File: src/rtl/oversample_data_sampler_pkg.sv
// Shared state encoding and default configuration
// for the oversampling Rx data sampler.
package oversample_data_sampler_pkg;

    typedef enum logic [1:0] {
        ST_IDLE    = 2'd0,
        ST_WAIT    = 2'd1,
        ST_COLLECT = 2'd2,
        ST_DONE    = 2'd3
    } state_e;

    localparam int DEF_PRESCALE_W  = 6;
    localparam int DEF_NUM_SAMPLES = 3;
    localparam int DEF_SYNC_STAGES = 2;
    localparam int PRESCALE_RST    = 8;

endpackage

File: src/rtl/oversample_data_sampler_rx_sync.sv
// Multi-flop synchroniser for the serial line,
// resetting to the idle-high level.
module rx_sync #(
    parameter int STAGES = 2
) (
    input  logic clk,
    input  logic rst_n,
    input  logic d,
    output logic q
);

    if (STAGES == 0) begin : g_wire
        assign q = d;
    end else begin : g_flops
        logic [STAGES-1:0] sync_q;
        logic [STAGES-1:0] sync_d;

        always_comb begin
            sync_d    = sync_q << 1;
            sync_d[0] = d;
        end

        always_ff @(posedge clk or negedge rst_n) begin
            if (!rst_n) begin
                sync_q <= '1;
            end else begin
                sync_q <= sync_d;
            end
        end

        assign q = sync_q[STAGES-1];
    end

endmodule

File: src/rtl/oversample_data_sampler.sv
// Majority-vote sampler: takes NUM_SAMPLES oversample ticks
// centred in each bit and reports the voted value and noise.
module oversample_data_sampler
    import oversample_data_sampler_pkg::*;
#(
    parameter int PRESCALE_W  = DEF_PRESCALE_W,
    parameter int NUM_SAMPLES = DEF_NUM_SAMPLES,
    parameter int SYNC_STAGES = DEF_SYNC_STAGES
) (
    input  logic                  CLK,
    input  logic                  RST,
    input  logic                  data_sample_en,
    input  logic                  RX_IN,
    input  logic [PRESCALE_W-1:0] Prescale,
    input  logic [PRESCALE_W-1:0] edge_cnt,
    output logic                  sampled_bit,
    output logic                  sample_valid,
    output logic                  noise_err,
    output logic                  cfg_err
);

    localparam int ONES_W = $clog2(NUM_SAMPLES + 1);

    localparam logic [PRESCALE_W-1:0] P_RST =
        PRESCALE_W'(PRESCALE_RST);
    localparam logic [PRESCALE_W-1:0] P_MIN =
        PRESCALE_W'(2 * NUM_SAMPLES);
    localparam logic [PRESCALE_W-1:0] HALF_W =
        PRESCALE_W'((NUM_SAMPLES - 1) / 2);
    localparam logic [PRESCALE_W-1:0] SPAN =
        PRESCALE_W'(NUM_SAMPLES - 1);
    localparam logic [ONES_W-1:0] MAJ =
        ONES_W'(NUM_SAMPLES / 2);
    localparam logic [ONES_W-1:0] ALL_N =
        ONES_W'(NUM_SAMPLES);

    logic rx_s;

    rx_sync #(
        .STAGES(SYNC_STAGES)
    ) u_rx_sync (
        .clk  (CLK),
        .rst_n(RST),
        .d    (RX_IN),
        .q    (rx_s)
    );

    state_e                state_q, state_d;
    logic [PRESCALE_W-1:0] p_lat_q, p_lat_d;
    logic [ONES_W-1:0]     ones_q, ones_d;
    logic                  bit_q, bit_d;
    logic                  valid_q, valid_d;
    logic                  noise_q, noise_d;
    logic                  cfg_q, cfg_d;

    logic [PRESCALE_W-1:0] ws;
    logic [PRESCALE_W-1:0] we;
    logic [ONES_W-1:0]     ones_sum;
    logic                  cfg_bad;
    logic                  at_zero;
    logic                  at_ws;
    logic                  at_we;
    logic                  in_win;
    logic                  at_rest;
    logic                  take;
    logic                  last;

    always_comb begin
        ws       = (p_lat_q >> 1) - HALF_W;
        we       = ws + SPAN;
        cfg_bad  = p_lat_q < P_MIN;
        at_zero  = edge_cnt == '0;
        at_ws    = edge_cnt == ws;
        at_we    = edge_cnt == we;
        in_win   = (edge_cnt >= ws) && (edge_cnt <= we);
        at_rest  = (state_q == ST_IDLE) || (state_q == ST_DONE);
        take     = data_sample_en && !cfg_bad &&
                   (((state_q == ST_WAIT) && at_ws) ||
                    ((state_q == ST_COLLECT) && in_win));
        last     = take && at_we;
        ones_sum = ones_q + ONES_W'(rx_s);
    end

    always_comb begin
        state_d = state_q;
        p_lat_d = p_lat_q;
        ones_d  = ones_q;
        bit_d   = bit_q;
        noise_d = noise_q;
        valid_d = 1'b0;
        cfg_d   = cfg_bad;

        // Prescale only moves between bits so a running window stays put
        if (at_rest && at_zero) begin
            p_lat_d = Prescale;
        end

        if (take) begin
            ones_d = ones_sum;
        end

        if (last) begin
            bit_d   = ones_sum > MAJ;
            noise_d = (ones_sum != '0) && (ones_sum != ALL_N);
            valid_d = 1'b1;
        end

        if (!data_sample_en || cfg_bad) begin
            state_d = ST_IDLE;
            ones_d  = '0;
        end else begin
            unique case (state_q)
                ST_IDLE: begin
                    if (edge_cnt < ws) begin
                        state_d = ST_WAIT;
                    end
                end
                ST_WAIT: begin
                    if (last) begin
                        state_d = ST_DONE;
                    end else if (at_ws) begin
                        state_d = ST_COLLECT;
                    end
                end
                ST_COLLECT: begin
                    if (last) begin
                        state_d = ST_DONE;
                    end
                end
                ST_DONE: begin
                    if (at_zero) begin
                        state_d = ST_WAIT;
                        ones_d  = '0;
                    end
                end
                default: begin
                    state_d = ST_IDLE;
                end
            endcase
        end
    end

    always_ff @(posedge CLK or negedge RST) begin
        if (!RST) begin
            state_q <= ST_IDLE;
            p_lat_q <= P_RST;
            ones_q  <= '0;
            bit_q   <= 1'b0;
            valid_q <= 1'b0;
            noise_q <= 1'b0;
            cfg_q   <= 1'b0;
        end else begin
            state_q <= state_d;
            p_lat_q <= p_lat_d;
            ones_q  <= ones_d;
            bit_q   <= bit_d;
            valid_q <= valid_d;
            noise_q <= noise_d;
            cfg_q   <= cfg_d;
        end
    end

    assign sampled_bit  = bit_q;
    assign sample_valid = valid_q;
    assign noise_err    = noise_q;
    assign cfg_err      = cfg_q;

endmodule

File: config.mk
export PLATFORM = sky130hd
export DESIGN_NAME = oversample_data_sampler
export DESIGN_NICKNAME = d
export VERILOG_FILES = /design/src/rtl/oversample_data_sampler_pkg.sv /design/src/rtl/oversample_data_sampler_rx_sync.sv /design/src/rtl/oversample_data_sampler.sv
export SDC_FILE = /design/constraint.sdc
export NUM_CORES = 1
export LEC_CHECK = 0
export BUFFER_PORTS_ARGS = -buffer_cell sky130_fd_sc_hd__buf_2
export CORE_AREA = 2 2 44 62
export DETAILED_ROUTE_END_ITERATION = 10
export DIE_AREA = 0 0 46 64
export GPL_ROUTABILITY_DRIVEN = 1
export PLACE_DENSITY = 0.72
export SETUP_SLACK_MARGIN = 0.2
export SYNTH_ARGS = -nofsm -noshare
export SYNTH_HDL_FRONTEND = slang
export SYNTH_SLANG_ARGS = --single-unit
File: constraint.sdc
create_clock -name CLK -period 4.7 [get_ports CLK]
set_clock_uncertainty 0.2 [all_clocks]
set_input_delay 0.94 -clock CLK [delete_from_list [all_inputs] [get_ports CLK]]
set_output_delay 0.94 -clock CLK [all_outputs]
set_load 0.05 [all_outputs]
# Yosys cells after proc, flatten, opt, wreduce, memory -nomap -nowiden
# Cells that the tools add are included.
[totals]
register_bits = 16
latchBits = 0
ram_bits = 0
mem_bits_ro = 0
out_inout_bits = 4
wordCells = 55
memories = 0
[classes]
add_sub_neg = 3
mul = 0
n_div = 0
order_cmp = 5
n_eq_ne = 10
shift = 0
mux = 12
bitwise = 0
reduce_logical = 17
[op_table]
columns = ["cell", "count"]
rows = [
  ["$mux 2", 10],
  ["$eq 6x6->1", 2],
  ["$logic_and 1x1->1", 8],
  ["$pmux 2 s4", 1],
  ["$add 6x2->6 const B", 1],
  ["$ge 6x6->1", 1],
  ["$le 6x6->1", 1],
  ["$logic_not 6->1", 1],
  ["$lt 6x3->1 const B", 1],
  ["$lt 6x6->1", 1],
  ["$ne 3x2->1 const B", 2],
  ["$sub 5x1->6 const B", 1],
  ["$eq 2x2->1 const B", 2],
  ["$ne 4x3->1 const B", 1],
  ["$reduce_and 4->1", 1],
  ["$logic_or 1x1->1", 3],
  ["$ne 3x1->1 const B", 1],
  ["$add 2x1->2", 1],
  ["$eq 2x1->1 const B", 1],
  ["$gt 2x1->1 const B", 1],
  ["$logic_not 1->1", 2],
  ["$logic_not 2->1", 1],
  ["$ne 2x2->1 const B", 1],
  ["$reduce_bool 2->1", 1],
  ["$mux 1", 1],
]

# Longest topological paths before layout
# Gate-level depths: netlist (run 1).
[logic_depth]
depth_word = 11
ltp_mapped = 13

# Modules after synthesis
# Synthesis (run 1) repeated with hierarchy kept, for this count alone.
[unflattened]
cells_unflattened = 120
area_unflattened_um2 = 1204.9
[modules_own_cells]
columns = ["module", "instances", "cells_each", "area_each_um2"]
rows = [
  ["oversample_data_sampler", 1, 118, 1152.4],
  ["rx_sync", 1, 2, 52.6],
]

# Least setup slack after synthesis (run 1)
# OpenSTA, ideal clock, no wires.
[synth_timing]
path_type = "reg2reg"
from = "register p_lat_q[1]"
to = "register state_q[0]"
t_arrival_ns = 2.639
required_time_ns = 4.421
path_slack_ns = 1.782
stages_incl_launch_ff = 14
n_path_buf = 0
path_cell_list = "dfrtp_1 inv_1 ha_1 xnor2_1 inv_1 ha_1 nor3b_1 xor2_1 ha_1 nand3_1 nor2_1 o311ai_1 a211oi_2 mux2i_1"
[synth_between]
elab_chain_cells = 11
elab_cells_between_ends = 25
[synth_lines]
columns = ["element", "line", "rtl"]
rows = [
  ["start: declaration", "oversample_data_sampler.sv:49", "logic [PRESCALE_W-1:0] p_lat_q, p_lat_d;"],
  ["start signal: assignment", "oversample_data_sampler.sv:154", "p_lat_q <= p_lat_d;"],
  ["$sub 5x1->6", "oversample_data_sampler.sv:69", "ws = (p_lat_q >> 1) - HALF_W;"],
  ["$add 6x2->6", "oversample_data_sampler.sv:70", "we = ws + SPAN;"],
  ["$le 6x6->1", "oversample_data_sampler.sv:75", "in_win = (edge_cnt >= ws) && (edge_cnt <= we);"],
  ["$logic_and 1x1->1", "oversample_data_sampler.sv:75", ""],
  ["$logic_and 1x1->1", "oversample_data_sampler.sv:79", "((state_q == ST_COLLECT) && in_win));"],
  ["$logic_or 1x1->1", "oversample_data_sampler.sv:78", "(((state_q == ST_WAIT) && at_ws) ||"],
  ["$logic_and 1x1->1", "oversample_data_sampler.sv:77", "take = data_sample_en && !cfg_bad &&"],
  ["$logic_and 1x1->1", "oversample_data_sampler.sv:80", "last = take && at_we;"],
  ["$mux 2", "oversample_data_sampler.sv:119", "if (last) begin"],
  ["$pmux 2 s4", "oversample_data_sampler.sv:112", "unique case (state_q)"],
  ["$mux 2", "oversample_data_sampler.sv:108", "if (!data_sample_en || cfg_bad) begin"],
  ["end signal: assignment", "oversample_data_sampler.sv:153", "state_q <= state_d;"],
  ["end: declaration", "oversample_data_sampler.sv:48", "state_e state_q, state_d;"],
]
# Parallel ways exist; a longest one is shown, timed or not.
# A chain may end at the register's enable or synchronous reset.

# Worst setup path after layout (run 1)
[layout_timing]
from = "register p_lat_q[1]"
to = "register state_q[1]"
# Same word-level chain as after synthesis.

==> results of run 1 <==
[power by group through the flow]
| stage | clock network [mW] | logic (mW) | registers, mW |
|---|---|---|---|
| after detailed placement | 0 | 0.433 | 0.194 |
| after CTS | 0.0771 | 0.436 | 0.191 |
| final | 0.0735 | 0.433 | 0.191 |
| after floorplan | 0 | 0.331 | 0.200 |
| after global routing | 0.0802 | 0.489 | 0.196 |
| after global placement | 0 | 0.412 | 0.189 |
[cell families after synthesis]
group / share of synthesized area (%)
simple gates: 15.2
compound gates: 16.3
fa+ha+maj: 19.7
flops: 31.4
buf+inv: 4.36
mux: 7.88
xor+xnor: 5.08
[through the flow]
stage	setup slack [ns]	utilization [%]
after global placement	1.45	56.0
after CTS	1.28	57.3
after floorplan	1.78	-
after detailed placement	1.31	56.0
final	1.33	57.3
after global routing	1.04	57.3
[cell type report]
class | count | area [sq um]
fill | 221 | 1010
multi-input combinational | 92 | 774
sequential | 15 | 379
timing repair buffer | 18 | 90.1
inverter | 14 | 52.6
tap | 23 | 28.8
clock buffer | 3 | 22.5
clock inverter | 1 | 7.51
[per-layer routing]
layer / vias up / routed length, um
met5: - / 0
met4: 0 / 37
met3: 4 / 58
met2: 15 / 1320
met1: 426 / 925
li1: 469 / -
[flip-flops by register name, indices dropped and copies added (netlist names)]
signal                    flops
p_lat_q                       5
ones_q                        2
sample_valid                  1
noise_err                     1
u_rx_sync.g_flops.sync_q      2
state_q                       2
sampled_bit                   1
cfg_err                       1
[worst max-delay path, delay by kind of cell (launching register included)]
kind / cells / cell delay, ns
AO/OA/AOI/OAI: 2 / 0.49
XOR/XNOR: 2 / 0.45
adder cells (fa/ha/maj): 3 / 0.76
buffers and inverters: 2 / 0.21
flip-flops: 1 / 0.42
multiplexers: 1 / 0.23
AND/OR/NAND/NOR: 3 / 0.51
[placed cells by master, fill, tap and decap left out, drive strengths merged]
master	netlist	layout
nor3b	1	1
a21o	2	2
a2111oi	1	1
dfstp	3	3
o21ba	1	1
xor2	4	4
o2bb2ai	1	1
inv	14	14
mux2i	5	5
buf	0	18
nand2b	2	2
nor4	2	2
clkbuf	0	3
ha	19	19
o21a	2	2
o21ai	5	5
nand3b	1	1
mux2	4	4
a211oi	3	3
nand4	1	1
dfrtp	12	12
nor2b	1	1
a21oi	6	6
clkinvlp	0	1
nor2	6	6
xnor2	3	3
nand3	3	3
o311ai	1	1
nand2	13	13
o31ai	1	1
nor3	4	4
[Yosys cell counts, types with 2 or more instances]
| cell | count |
|---|---|
| sky130_fd_sc_hd__xnor2_1 | 3 |
| sky130_fd_sc_hd__dfstp_2 | 3 |
| sky130_fd_sc_hd__ha_1 | 19 |
| sky130_fd_sc_hd__o21a_1 | 2 |
| sky130_fd_sc_hd__nand3_1 | 3 |
| sky130_fd_sc_hd__mux2i_1 | 5 |
| sky130_fd_sc_hd__inv_1 | 14 |
| sky130_fd_sc_hd__o21ai_0 | 4 |
| sky130_fd_sc_hd__mux2_2 | 3 |
| sky130_fd_sc_hd__a21oi_1 | 5 |
| sky130_fd_sc_hd__nor2_1 | 6 |
| sky130_fd_sc_hd__a21o_1 | 2 |
| sky130_fd_sc_hd__nor3_1 | 3 |
| sky130_fd_sc_hd__nand2_1 | 13 |
| sky130_fd_sc_hd__a211oi_1 | 2 |
| sky130_fd_sc_hd__xor2_1 | 4 |
| sky130_fd_sc_hd__dfrtp_1 | 12 |
| sky130_fd_sc_hd__nand2b_1 | 2 |
| sky130_fd_sc_hd__nor4_1 | 2 |
[final timing paths]
kind | from | to | slack (ns) | cells after the start
min in group asynchronous | RST | cfg_err$_DFF_PN0_ | 0.34 | 1
setup / recovery | p_lat_q[1]$_DFFE_PN0P_ | state_q[1]$_DFFE_PN0P_ | 1.33 | 13
max in group asynchronous | RST | u_rx_sync.g_flops.sync_q[1]$_DFF_PN1_ | 3.67 | 1
setup reg to reg | p_lat_q[1]$_DFFE_PN0P_ | state_q[1]$_DFFE_PN0P_ | 1.33 | 13
hold reg to reg | u_rx_sync.g_flops.sync_q[0]$_DFF_PN1_ | u_rx_sync.g_flops.sync_q[1]$_DFF_PN1_ | 0.16 | 0
hold / removal | u_rx_sync.g_flops.sync_q[0]$_DFF_PN1_ | u_rx_sync.g_flops.sync_q[1]$_DFF_PN1_ | 0.16 | 0
==> results.toml, run 1 <==
[detailed_routing]
drtPass1Iterations = 4
route.antenna.remaining_nets = 0
wirelength_um = 2340
detail_route.iter0.violations = 15
route.detailed.vias_per_inst = 5.51
route.vias.total = 914
remaining_drc_errors = 0
detail_route.wl_per_cell_um = 14.1

[synthesis]
ys_ff_latch = 15
post_synth.cell_area_avg_sq_um = 9.97
synth_top_flop_cell = "sky130_fd_sc_hd__dfrtp_1"
mappedNetlistArea_sq_um = 1210
synth.top_cells.by_area = "sky130_fd_sc_hd__dfrtp_1 25%, sky130_fd_sc_hd__ha_1 20%, sky130_fd_sc_hd__dfstp_2 6.5%"
synth_sequential_area_ratio_pct = 31.4
yosys.area.top_type_share_pct = 24.9
post-synth-top-area-cell = "sky130_fd_sc_hd__dfrtp_1"
postSynth.asyncResetShare_pct = 100
synthesis.nets = 156
synth_edf_count = 0
post_synth_cell_types = 33
yosysWarningCount = 0
synthCells = 121

[floorplanning]
die_y_um = 64
fp.dieArea_sq_um = 2940
die_width_um = 46
core-area_sq_um = 2360
design.portCount = 20
floorplan.initialDensity_pct = 51.0
std_cell_rows = 21

[global_routing]
globalRoute.busiestLayer = "met2"
overflow = 0
global_route.usage.total_pct = 18.2
grt_first_pass_wirelength_um = 4000
grt.met3_usage_pct = 1.41
grtUsageMet1_pct = 19.1
antenna_found_initial = 0
number_of_global_route_vias_before_repair = 976
global_route.usage.met2_pct = 33.9
grt_start_max_net_pins = 16

[pwr]
report.power.total_mw = 0.697
power_per_cell_area_nw_per_um2 = 515
power_report.internal_total_mw = 0.371
switching_share_pct = 46.8
ir_worst_vdd_uv = 258
power.share.sequential_pct = 27.4
p_switching_mw = 0.326
pwr-share-comb_pct = 62.0
share_clk_of_total_power_pct = 10.5
power_leakage_nw = 0.628

[setup_path]
crit_fanout = 4
cpMostUsedCell = "sky130_fd_sc_hd__ha_1"
worst_path_max_delay_cell = "sky130_fd_sc_hd__dfrtp_1"
crit_required_ns = 4.70
worstSetupPathType = "reg -> reg"
cp-start-kind = "register"
setup.worst_path.end_class = "register"
arrival_ns = 3.37
max_incr_delay_on_cp_ns = 0.42
critical_path.cell_chain = "inv_1 > ha_1 > xnor2_1 > inv_1 > ha_1 > nor3b_1 > xor2_1 > ha_1 > nand3_1 > nor2_1 > o311ai_1 > a211oi_2 > mux2i_1"

[placement]
detailed_place_hpwl_um = 1990
port_buffers = 18
finalWeightedCongestion = 0.846
dpl-instance-area_sq_um = 1330
place_inst = 162

[timing]
slew_viol_final = 0
worstMarginPinSlew_ns = 0.462
timing.setup.tns_ns = 0
holdWs_ns = 0.161
rsz0062_at_grt = "no"
max_clock_freq_mhz = 297
finalSetupViolations = 0
tmin_final_ns = 3.37
final_count_of_hold_timing_violations = 0
layout_worst_path_cycle_share_pct = 71.7
slew-limit-headroom_pct = 69.1

[final_layout]
instances_no_fill = 166
areaGrowthSynthToFinish_pct = 12.3
layout.nets = 179
post-route-cell-area_sq_um = 1360
drive_gt1_share_pct = 25.2
diodes = 0

[clocking]
cts_tree = "done"
cts_post_setup_buffers_inserted = 0
clkSlewWorstSetupHoldPaths_ns = 0.10
clock_sinks = 15
post_cts_resized = 0
clock_latency_on_the_worst_skew_pair_ns = 0.28
postCtsHoldBufs = 0
cts_made_buffers = 3
clock_tree.buffer_depth = 2
cts_root_buffer = "sky130_fd_sc_hd__clkbuf_4"
htreeDepth = 1

[worst_hold_path]
timing.hold.worst.class = "reg -> reg"

[job]
drv.max_cap_violation_count = 0

[outcome]
outcome = "finished clean"
(Power assumes the default switching activity.)
==> run 2, diff against run 1 <==
Clock period 4.7 ns to 3.5 ns, I/O delays scaled along.
==> run 2 against run 1 <==
Total power is 36% higher. Utilization is 0.95 points higher. Critical endpoint is now sampled_bit$_DFFE_PN0P_. Cell count is 0.60% higher. Critical path type unchanged.
==> results.toml, run 2 (same netlist as run 1, synthesis figures left out) <==
[outcome]
outcome = "finished clean"

[timing]
rsz0062_at_grt = "no"
slew-limit-headroom_pct = 69.7
max_clock_freq_mhz = 321
timing.setup.tns_ns = 0
slew_viol_final = 0
post-route-worst-setup-slack_ns = 0.386
final_count_of_hold_timing_violations = 0
finalSetupViolations = 0
worstMarginPinSlew_ns = 0.452
tmin_final_ns = 3.11
layout_worst_path_cycle_share_pct = 89.0
holdWs_ns = 0.0916

[detailed_routing]
route.detailed.vias_per_inst = 5.39
remaining_drc_errors = 0
route.antenna.remaining_nets = 0
detail_route.iter0.violations = 7
route.vias.total = 900
detail_route.wl_per_cell_um = 13.3
drtPass1Iterations = 4
wirelength_um = 2230

[pwr]
power_per_cell_area_nw_per_um2 = 690
report.power.total_mw = 0.951
power_leakage_nw = 0.636
ir_worst_vdd_uv = 389

[placement]
port_buffers = 18
dpl-instance-area_sq_um = 1330
detailed_place_hpwl_um = 1920
finalWeightedCongestion = 0.848
dp_slack_ns = 0.165
place_inst = 162

[setup_path]
arrival_ns = 3.08
crit_required_ns = 3.46
setup.worst_path.end_class = "register"
r2r-start = "p_lat_q[2]$_DFFE_PN0P_"
worstSetupPathType = "reg -> reg"
worst_path_max_delay_cell = "sky130_fd_sc_hd__dfrtp_1"
critical-path-top-delay-family = "adder cells"
cpMostUsedCell = "sky130_fd_sc_hd__ha_1"
critical_path.cell_chain = "inv_1 > ha_1 > xnor2_2 > inv_1 > ha_1 > nor3b_1 > xor2_1 > ha_1 > nand3_1 > nor2_4 > nand2_1 > a21oi_2 > mux2_1"
startpoint = "p_lat_q[2]$_DFFE_PN0P_"
critPathBufInv = 2
crit_fanout = 4
r2r.worst_path.cells = 13
cp-start-kind = "register"
max_incr_delay_on_cp_ns = 0.42
cp.depth = 13

[floorplanning]
design.portCount = 20
die_y_um = 64
fp.dieArea_sq_um = 2940
core-area_sq_um = 2360
die_width_um = 46
std_cell_rows = 21
floorplan.initialDensity_pct = 51.0

[final_layout]
post-route-cell-area_sq_um = 1380
diodes = 0
instances_no_fill = 167
final_core_utilization_pct = 58.3
areaGrowthSynthToFinish_pct = 14.2
drive_gt1_share_pct = 27.1
largest_reg_flops = 5
mostFrequentLayoutCells = "19 x sky130_fd_sc_hd__ha_1, 18 x sky130_fd_sc_hd__buf_2, 14 x sky130_fd_sc_hd__inv_1, 13 x sky130_fd_sc_hd__nand2_1, 12 x sky130_fd_sc_hd__dfrtp_1"
layout.nets = 180
most_frequent_standard_cell_in_the_layout_excluding_fill_and_tap_cells = "sky130_fd_sc_hd__ha_1"
largest-register = "p_lat_q"

[clocking]
clkSlewWorstSetupHoldPaths_ns = 0.10
postCtsHoldBufs = 0
cts_tree = "done"
clock_latency_on_the_worst_skew_pair_ns = 0.28
clock_tree.buffer_depth = 2
cts_root_buffer = "sky130_fd_sc_hd__clkbuf_4"
clock_sinks = 15
htreeDepth = 1
cts_made_buffers = 3

[global_routing]
grt_start_max_net_pins = 16
overflow = 0
number_of_global_route_vias_before_repair = 868
grt_first_pass_wirelength_um = 3620
global_route.usage.total_pct = 16.8
antenna_found_initial = 0

[job]
drv.max_cap_violation_count = 0

[worst_hold_path]
timing.hold.worst.class = "in -> async"
## run 2: worst paths after layout
check                                                              to  slack [ns]
worst max-delay path                          sampled_bit$_DFFE_PN0P_        0.39
worst min-delay path                           p_lat_q[4]$_DFFE_PN0P_        0.09
worst max register to register                sampled_bit$_DFFE_PN0P_        0.39
worst min register to register  u_rx_sync.g_flops.sync_q[1]$_DFF_PN1_        0.16
max in group asynchronous       u_rx_sync.g_flops.sync_q[1]$_DFF_PN1_        2.72
min in group CLK                u_rx_sync.g_flops.sync_q[1]$_DFF_PN1_        0.16
## run 2: power breakdown
part           switching [mW]  leakage (nW)  total (mW)  internal, mW
clock network          0.0553        0.0139      0.0987        0.0434
registers              0.0409         0.184       0.252         0.211
logic                   0.344         0.438       0.600         0.256
## run 2: what timing repair did
item                                   CTS  global route
setup endpoints to repair                3             4
endpoints found under the hold margin    0             0
setup buffers                            0             1
gates resized for setup                  1             2
pin swaps                                0             1
## run 2: routing by layer
| layer | global-route usage, % | wire (um) | vias to the layer above | share of wire [%] |
|---|---|---|---|---|
| met5 | 0 | 0 | - | 0 |
| met4 | 7.50 | 39 | 0 | 1.8 |
| met3 | 0.847 | 61 | 4 | 2.7 |
| met2 | 31.3 | 1270 | 15 | 57 |
| met1 | 18.1 | 854 | 407 | 38 |
| li1 | - | - | 474 | - |
## run 2: cell type report
class | count | area, sq um
multi-input combinational | 92 | 790
clock buffer | 3 | 22.5
clock inverter | 1 | 7.51
inverter | 14 | 52.6
timing repair buffer | 19 | 97.6
fill | 221 | 987
sequential | 15 | 379
tap | 23 | 28.8
==> run 3, diff against run 2 <==
Settings changed: CORE_AREA 2 2 44 62 to 2 2 43 61, DIE_AREA 0 0 46 64 to 0 0 45 63, PLACE_DENSITY 0.72 to 0.74.
==> run 3 against run 2 <==
Non-clock buffer count up 1. Die area down 3.7%. Utilization is 1.9 points higher. Sequential power is 2% higher. Global-route usage up 1.4 points. Sequential share of layout area shrank 0.25 points. Cell area grew 0.91%. Via count is 3.4% higher. Fmax grew 0.53%. Cell count grew 0.60%. Critical path type unchanged. Count of clock-buffer cells in the layout unchanged. Largest cell class unchanged.
==> results.toml, run 3 (same netlist as run 1, synthesis figures left out) <==
[global_routing]
number_of_global_route_vias_before_repair = 968
grt_start_max_net_pins = 16
global_route.usage.total_pct = 18.2
grt_first_pass_wirelength_um = 3880
overflow = 0
antenna_found_initial = 0

[worst_hold_path]
timing.hold.worst.class = "in -> async"

[final_layout]
largest-register = "p_lat_q"
diodes = 0
mostFrequentLayoutCells = "19 x sky130_fd_sc_hd__ha_1, 18 x sky130_fd_sc_hd__buf_2, 14 x sky130_fd_sc_hd__inv_1, 13 x sky130_fd_sc_hd__nand2_1, 12 x sky130_fd_sc_hd__dfrtp_1"
largest_reg_flops = 5
most_frequent_standard_cell_in_the_layout_excluding_fill_and_tap_cells = "sky130_fd_sc_hd__ha_1"
areaGrowthSynthToFinish_pct = 15.2
drive_gt1_share_pct = 28.3
layout.nets = 181
fillCellCount = 207
post-route-cell-area_sq_um = 1390

[setup_path]
cp-start-kind = "register"
setup.worst_path.end_class = "register"
worstSetupPathType = "reg -> reg"
crit_required_ns = 3.50
arrival_ns = 3.10
crit_fanout = 4
r2r.worst_path.cells = 13

[timing]
worstMarginPinSlew_ns = 0.485
tmin_final_ns = 3.10
rsz0062_at_grt = "no"
timing.setup.tns_ns = 0
finalSetupViolations = 0
max_clock_freq_mhz = 323
layout_worst_path_cycle_share_pct = 88.5
slew_viol_final = 0
slew-limit-headroom_pct = 67.5
final_count_of_hold_timing_violations = 0

[pwr]
power_leakage_nw = 0.642
ir_worst_vdd_uv = 423
power_per_cell_area_nw_per_um2 = 704

[clocking]
clkSlewWorstSetupHoldPaths_ns = 0.09
cts_root_buffer = "sky130_fd_sc_hd__clkbuf_4"
postCtsHoldBufs = 0
clock_tree.buffer_depth = 2
htreeDepth = 1
cts_made_buffers = 3
clock_latency_on_the_worst_skew_pair_ns = 0.28
clock_sinks = 15
cts_tree = "done"

[placement]
finalWeightedCongestion = 0.886
dpl-instance-area_sq_um = 1330
detailed_place_hpwl_um = 1890
port_buffers = 18

[detailed_routing]
route.vias.total = 931
wirelength_um = 2210
route.antenna.remaining_nets = 0
drtPass1Iterations = 2
route.detailed.vias_per_inst = 5.54
detail_route.iter0.violations = 7
detail_route.wl_per_cell_um = 13.1
remaining_drc_errors = 0

[floorplanning]
die_y_um = 63
std_cell_rows = 21
core-area_sq_um = 2310
design.portCount = 20
floorplan.initialDensity_pct = 52.2
fp.dieArea_sq_um = 2840
die_width_um = 45

[job]
drv.max_cap_violation_count = 0

[outcome]
outcome = "finished clean"
-- run 3: changes by cell type in the layout (fill, tap and decap cells not counted) --
| cell | change |
|---|---|
| sky130_fd_sc_hd__nand3_1 | -1 |
| sky130_fd_sc_hd__nand3_2 | +1 |
| sky130_fd_sc_hd__buf_4 | +1 |
-- run 3: final timing paths --
kind	startpoint	end	slack, ns
max in group asynchronous	RST	p_lat_q[3]$_DFFE_PN1P_	2.72
worst max-delay path	p_lat_q[1]$_DFFE_PN0P_	state_q[0]$_DFFE_PN0P_	0.40
worst max register to register	p_lat_q[1]$_DFFE_PN0P_	state_q[0]$_DFFE_PN0P_	0.40
worst min register to register	u_rx_sync.g_flops.sync_q[0]$_DFF_PN1_	u_rx_sync.g_flops.sync_q[1]$_DFF_PN1_	0.16
worst min-delay path	RST	sampled_bit$_DFFE_PN0P_	0.09
min in group CLK	u_rx_sync.g_flops.sync_q[0]$_DFF_PN1_	u_rx_sync.g_flops.sync_q[1]$_DFF_PN1_	0.16
-- run 3: cell type report --
cell class / count / area, sq um / share of cell area (%)
Clock buffer: 3 / 22.5 / 1.62
Clock inverter: 1 / 7.51 / 0.540
Inverter: 14 / 52.6 / 3.78
Multi-Input combinational cell: 92 / 795 / 57.2
Sequential cell: 15 / 379 / 27.3
Tap cell: 23 / 28.8 / 2.07
Timing Repair Buffer: 20 / 105 / 7.56
-- run 3: repair_timing --
item	CTS	global route
gates resized for setup	2	2
setup endpoints to repair	2	4
pin swaps	0	3
buffers inserted	0	2
-- run 3: metrics by stage --
stage	hold WS, ns	std cells	util, %	setup slack [ns]	power, mW
after floorplan	0.145	121	-	0.582	0.714
after global placement	0.148	162	57.3	0.275	0.810
after detailed placement	0.149	162	57.3	0.157	0.837
after CTS	0.0893	166	59.0	0.264	0.953
after global routing	0.110	168	60.1	0.207	1.08
final	0.0928	168	60.1	0.403	0.978
-- run 3: routing by layer --
metal	vias up	wire length, um	track usage [%]
li1	478	-	-
met1	434	888	19.7
met2	15	1230	33.6
met3	4	54	0.867
met4	0	36	8.82
met5	-	0	0
-- run 3: critical path, stage by stage, from the launching register on --
cell and delay, ns:
sky130_fd_sc_hd__dfrtp_1 0.42, sky130_fd_sc_hd__inv_1 0.12, sky130_fd_sc_hd__ha_1 0.25, sky130_fd_sc_hd__xnor2_2 0.21
sky130_fd_sc_hd__inv_1 0.06, sky130_fd_sc_hd__ha_1 0.20, sky130_fd_sc_hd__nor3b_1 0.16, sky130_fd_sc_hd__xor2_1 0.16
sky130_fd_sc_hd__ha_1 0.32, sky130_fd_sc_hd__nand3_2 0.11, sky130_fd_sc_hd__nor2_4 0.14, sky130_fd_sc_hd__o311ai_1 0.13
sky130_fd_sc_hd__a211oi_2 0.31, sky130_fd_sc_hd__mux2i_1 0.23
-- run 3: where the power goes --
part	leakage, nW	switching, mW	internal, mW	total, mW
combinational	0.443	0.351	0.274	0.625
clock	0.0139	0.0545	0.0434	0.0980
sequential	0.184	0.0450	0.211	0.256
